### src/rtl/fifo_word_reader.sv
// Read-side consumer for the byte FIFO: packs FIFO_WIDTH-bit entries into
// WORD_BYTES-lane words and hands them downstream over a ready/valid port.
module fifo_word_reader #(
    parameter int FIFO_WIDTH = 8,
    parameter int WORD_BYTES = 4,
    parameter int TIMEOUT    = 16,
    parameter int CNT_W      = 16
) (
    input  logic                             rdclk,
    input  logic                             rst_n,
    input  logic                             readReady,
    input  logic [FIFO_WIDTH-1:0]            readData,
    output logic                             readValid,
    output logic [FIFO_WIDTH*WORD_BYTES-1:0] wordData,
    output logic [WORD_BYTES-1:0]            wordKeep,
    output logic                             wordValid,
    input  logic                             wordReady,
    input  logic                             flush,
    output logic                             busy,
    output logic [CNT_W-1:0]                 wordCount
);

    localparam int WW  = FIFO_WIDTH * WORD_BYTES;
    localparam int IXW = $clog2(WORD_BYTES);
    localparam int TW  = (TIMEOUT < 1) ? 1 : $clog2(TIMEOUT + 1);
    localparam logic [IXW-1:0] LAST_IDX = IXW'(WORD_BYTES - 1);
    localparam logic [TW-1:0]  TMAX     = TW'(TIMEOUT);

    typedef enum logic {
        COLLECT,
        EMIT
    } state_t;

    state_t             state_q, state_d;
    logic [IXW-1:0]     idx_q,   idx_d;
    logic [TW-1:0]      idle_q,  idle_d;
    logic [WW-1:0]      data_q,  data_d;
    logic [WORD_BYTES-1:0] keep_q, keep_d;
    logic [CNT_W-1:0]   count_q, count_d;

    always_ff @(posedge rdclk or negedge rst_n) begin
        if (!rst_n) begin
            state_q <= COLLECT;
            idx_q   <= '0;
            idle_q  <= '0;
            data_q  <= '0;
            keep_q  <= '0;
            count_q <= '0;
        end else begin
            state_q <= state_d;
            idx_q   <= idx_d;
            idle_q  <= idle_d;
            data_q  <= data_d;
            keep_q  <= keep_d;
            count_q <= count_d;
        end
    end

    always_comb begin
        state_d = state_q;
        idx_d   = idx_q;
        idle_d  = idle_q;
        data_d  = data_q;
        keep_d  = keep_q;
        count_d = count_q;

        unique case (state_q)
            COLLECT: begin
                if (readReady) begin
                    for (int unsigned i = 0; i < WORD_BYTES; i++) begin
                        if (idx_q == IXW'(i)) begin
                            data_d[i*FIFO_WIDTH +: FIFO_WIDTH] = readData;
                            keep_d[i] = 1'b1;
                        end
                    end
                    idle_d = '0;
                    // A flush coinciding with a transfer keeps the new entry in the word.
                    if (idx_q == LAST_IDX || flush) begin
                        state_d = EMIT;
                        idx_d   = '0;
                    end else begin
                        idx_d = idx_q + IXW'(1);
                    end
                end else if (idx_q != '0) begin
                    if (flush || (TIMEOUT != 0 && idle_q == TMAX - TW'(1))) begin
                        state_d = EMIT;
                        idx_d   = '0;
                        idle_d  = '0;
                    end else if (idle_q != TMAX) begin
                        idle_d = idle_q + TW'(1);
                    end
                end else begin
                    idle_d = '0;
                end
            end
            EMIT: begin
                if (wordReady) begin
                    state_d = COLLECT;
                    data_d  = '0;
                    keep_d  = '0;
                    idle_d  = '0;
                    count_d = count_q + CNT_W'(1);
                end
            end
            default: state_d = COLLECT;
        endcase
    end

    // Decoded from state only so readValid never loops back through readReady.
    assign readValid = (state_q == COLLECT);
    assign wordValid = (state_q == EMIT);
    assign wordData  = data_q;
    assign wordKeep  = keep_q;
    assign wordCount = count_q;
    assign busy      = (idx_q != '0) || (state_q == EMIT);

endmodule

### config.mk
export PLATFORM = sky130hd
export DESIGN_NAME = fifo_word_reader
export DESIGN_NICKNAME = d
export VERILOG_FILES = /design/src/rtl/fifo_word_reader.sv
export SDC_FILE = /design/constraint.sdc
export NUM_CORES = 1
export LEC_CHECK = 0
export CORE_MARGIN = 2
export CORE_UTILIZATION = 30
export CTS_CLUSTER_SIZE = 12
export DETAILED_ROUTE_END_ITERATION = 12
export HOLD_SLACK_MARGIN = 0.15
export PLACE_DENSITY = 0.65
export SLEW_MARGIN = 15
export SYNTH_ARGS = -nofsm -noshare
export SYNTH_HDL_FRONTEND = slang
export SYNTH_SLANG_ARGS = --single-unit
### constraint.sdc
create_clock -name rdclk -period 4.6 [get_ports rdclk]
set_input_delay 0.92 -clock rdclk [delete_from_list [all_inputs] [get_ports rdclk]]
set_output_delay 0.92 -clock rdclk [all_outputs]
set_load 0.01 [all_outputs]
======== Yosys cells after proc, flatten, opt, wreduce, memory -nomap -nowiden ========
Cells that the tools add are included.
storage, ports and cells
  register bits ........................... 60
  logic and storage cells ................. 72
  input port bits ......................... 13
  output and inout bits ................... 55
cells by class
  add/subtract/negate cells ............... 3
  reductions and logical operators ........ 14
  bitwise gates (word level) .............. 1
  muxes and demuxes ....................... 30
  equal/unequal tests ..................... 12
operators by type and width
  kind                     count
  $mux W32                 2
  $pmux W32 S2             1
  $mux W8                  4
  $mux W5                  5
  $add A16 B1 Y16 const B  1
  $reduce_and A3 Y1        5
  $pmux W5 S2              1
  $mux W1                  9
  $mux W2                  4
  $mux W4                  2
  $ne A2 B1 Y1 const B     4
  $pmux W4 S2              1
  $reduce_bool A2 Y1       3
  $add A5 B1 Y5 const B    1
  $eq A5 B4 Y1 const B     1
  $ne A5 B3 Y1 const B     1
  $ne A5 B5 Y1 const B     1
  $eq A2 B2 Y1 const B     2
  $ne A2 B2 Y1 const B     2
  $reduce_and A2 Y1        2
  $logic_or A1 B1 Y1       3
  $add A2 B1 Y2 const B    1
  $eq A2 B1 Y1 const B     1
  $logic_not A2 Y1         1
  2 further kinds          2

======== Depth between registers and ports, before layout ========
  word-level depth ........................ 6
  depth in mapped cells ................... 7

======== Worst setup path before layout ========
No wires, ideal clock.
  kind .................................... input port to flip-flop
  from .................................... input flush
  to ...................................... register idle_q[0]
  buffers on the path ..................... 0
  stages .................................. 4
  arrival ................................. 1,890 ps
  path slack .............................. 2,636 ps
  library setup time ...................... 74 ps
  cell sequence ........................... or2_1 > or4_4 > o21a_1 > o21ai_2
on the way
  word-level cells in the longest chain between the ends .. 5
RTL lines
  element                 line  text
  start, declared         18    input logic flush,
  $logic_or A1 B1 Y1 (*)  85    if (flush || (TIMEOUT != 0 && idle_q == TMAX - TW'(1))) begin
  $mux W5                 85
  $mux W5                 84    end else if (idx_q != '0) begin
  $mux W5                 69    if (readReady) begin
  $pmux W5 S2             67    unique case (state_q)
  end signal, assigned    52    idle_q <= idle_d;
  end, declared           36    logic [TW-1:0] idle_q, idle_d;
Mark *: on every way between the ends. The rest lies on a longest branch, timed or not.
A chain may end at the register's enable or synchronous reset.

======== Worst setup path after layout ========
  from .................................... register state_q (netlist: wordValid)
  to ...................................... output busy
on the way
  word-level cells in the longest chain between the ends .. 1
RTL lines
  element                 line  text
  start, declared         34    state_t state_q, state_d;
  start signal, assigned  50    state_q <= state_d;
  $logic_or A1 B1 Y1      115   assign busy = (idx_q != '0) || (state_q == EMIT);
  end, declared           19    output logic busy,
No other way between the ends.

==> out/summary.txt <==
Status: complete, no violations
Wirelength, routed: 5.59 mm
Min Tclk post-route: 2.97 ns
Root Buffer: clkbuf_8
Setup violations, final: 0
CP required: 3.68 ns
Final Cycle Share: 64.6%
Nets: 308
Area Growth Syn to Fin: 38.4%
Row count: 34
Initial cell density of the core: 30.6%
Slowest-stage cell, CP: dfrtp_1
Vias in the first global route: 1904
Drt wl/cell: 14.0 um
Detailed placement HPWL: 4.02 mm
I/O pins: 68
P_leak: 1.59 nW
Final Power: 2.21 mW
Slew @ Worst Pin: 0.779 ns
Seq cells post-synth: 60
Cell taking the most area after synthesis: dfrtp_1
Post_cts resized: 0
Peak Freq: 336 MHz
Critical path data arrival time: 2.05 ns
Hold_buf cts: 0
Peak supply drop: 0.000195 V
Hold Slack: 0.472 ns
Die W: 97.6 um
Largest net degree at the start of global routing: 36
Maximum fanout along the worst path: 21
Hold Crit Class: reg -> reg
Die area: 9520 um^2
Synth area leaders: dfrtp_1 (57%), mux2_2 (14%), ha_1 (3.8%), xnor2_1 (3.3%), nor2b_1 (2.6%)
Placeable Area: 8590 um^2
Seq/Total Area, Yosys: 57.2%
Slew margin rel.: 48.1%
Die H: 97.6 um
Clock Latency Late Sink: 0.33 ns
Most common cell after layout, fill and taps aside: clkdlybuf4s50_1
DP Worst Slack: 1.91 ns
Syn. warnings: 0
First-pass GRT wire length: 9.53 mm
Post-Syn Area: 2630 um^2
CTS buffer count: 9
Total congestion overflow: 0
Ys async rst share: 100%
Vias post-DR: 1836
Crit path cell chain: inv_1 -> nand2_1 -> clkdlybuf4s50_1
Drt first pass iters: 4
Max-cap violation count: 0
Max Root-Sink Buffers: 2
Hold Vio Cnt, Final: 0
Share of cells above drive strength 1: 20.9%
Cell count after synthesis: 210
Startpoint type of the worst setup path: register
Syn Nets: 231
Gr usage total: 12.6%
Post-synth EDFFs: 0
Worst-path clk slew: 0.07 ns
# H-tree levels: 3
RSZ-0062 raised after global routing: false
Power density over cell area: 607 nW/um^2
Clock Skew: 0.0107 ns
Largest stage delay on the critical path: 0.85 ns
Post-synth top area share: 57.2%
Final setup margin: 1.63 ns
Setup Fix Bufs, Post-CTS: 0
Kind of critical path: reg -> out
DRC violations left: 0
Clock Sinks: 60
Netlist cell types: 32
DRT iter0 DRCs: 48
N_diodes: 0
Most frequent cells in the layout: clkdlybuf4s50_1 (66), dfrtp_1 (60), mux2_2 (33), nand2_1 (15)
Max Slew Vio Count: 0
Syn avg cell area: 12.5 um^2
Crit end category: primary output
Number of port buffers: 67
Antenna violations before repair: 0
Antenna Nets Post-Route: 0
Top_reg_cell synth: dfrtp_1
Fin Setup TNS: 0 ns
CTS tree: done
Via-to-Cell Ratio: 4.59
Final Wtd Congestion: 0.816
## metal layers
| layer | routed length [um] | vias up | track usage, % |
|---|---|---|---|
| met5 | 0 | - | 0 |
| met4 | 85 | 0 | 4.81 |
| met3 | 259 | 9 | 3.96 |
| met2 | 2720 | 36 | 19.9 |
| met1 | 2530 | 911 | 16.0 |
| li1 | - | 880 | - |
## logic make-up (layout without fill, tap and decap cells)
logic type	count (synthesis)	in the layout	share of synthesized area [%]
mux	33	33	14.1
flops	60	60	57.2
simple gates	66	66	13.7
buf+inv	10	92	1.57
compound gates	18	18	4.57
fa+ha+maj	8	8	3.81
xor+xnor	15	15	5.00
## final timing paths
| path | from | to | slack, ns | depth (start not counted) |
|---|---|---|---|---|
| max in group asynchronous | rst_n | wordData[31]$_DFFE_PN0P_ | 3.18 | 2 |
| hold / removal | wordCount[15]$_DFFE_PN0P_ | wordCount[15]$_DFFE_PN0P_ | 0.47 | 1 |
| setup reg to reg | idle_q[0]$_DFFE_PN0P_ | idle_q[0]$_DFFE_PN0P_ | 2.54 | 7 |
| min in group asynchronous | rst_n | wordCount[5]$_DFFE_PN0P_ | 0.58 | 1 |
| hold reg to reg | wordCount[15]$_DFFE_PN0P_ | wordCount[15]$_DFFE_PN0P_ | 0.47 | 1 |
| setup / recovery | wordValid$_DFF_PN0_ | busy | 1.63 | 3 |
## power breakdown
part,total (mW),switching [mW],internal (mW)
logic,0.855,0.344,0.510
clock network,0.494,0.214,0.281
registers,0.856,0.149,0.707
## registers in the layout, summed over array words and instances, names as in the netlist
signal,count
wordCount,16
wordValid,1
wordKeep,4
idle_q,5
idx_q,2
wordData,32
## per-stage QoR
stage	instances	util, %	cell area, um^2
2_1_floorplan	210	-	2630
3_3_place_gp	384	39.8	3420
3_5_place_dp	384	39.8	3420
4_1_cts	400	42.3	3630
5_1_grt	400	42.3	3630
6_report	400	42.3	3630
## cell usage after synthesis, types with 4 or more instances
| library cell | n |
|---|---|
| dfrtp_1 | 60 |
| ha_1 | 8 |
| inv_1 | 8 |
| mux2_2 | 33 |
| nand2_1 | 15 |
| nand2_2 | 5 |
| nand3_1 | 8 |
| nand4_1 | 6 |
| nor2_1 | 8 |
| nor2b_1 | 11 |
| o21a_1 | 4 |
| o21ai_0 | 5 |
| xnor2_1 | 10 |
| xor2_1 | 5 |
## critical path, delay by kind of cell (launching register included)
family        cells  cell delay, ns
buf+inv           2            0.77
simple gates      1            0.11
flops             1            0.85
## final cells by class
type                       count  area, um^2
tap                          108         135
multi-input combinational    140        1080
clock buffer                  11         151
fill                         816        4960
clock inverter                 5        58.8
timing repair buffer          68         673
inverter                       8        30.0
sequential                    60        1500
Power figures use the tool's default switching activity.
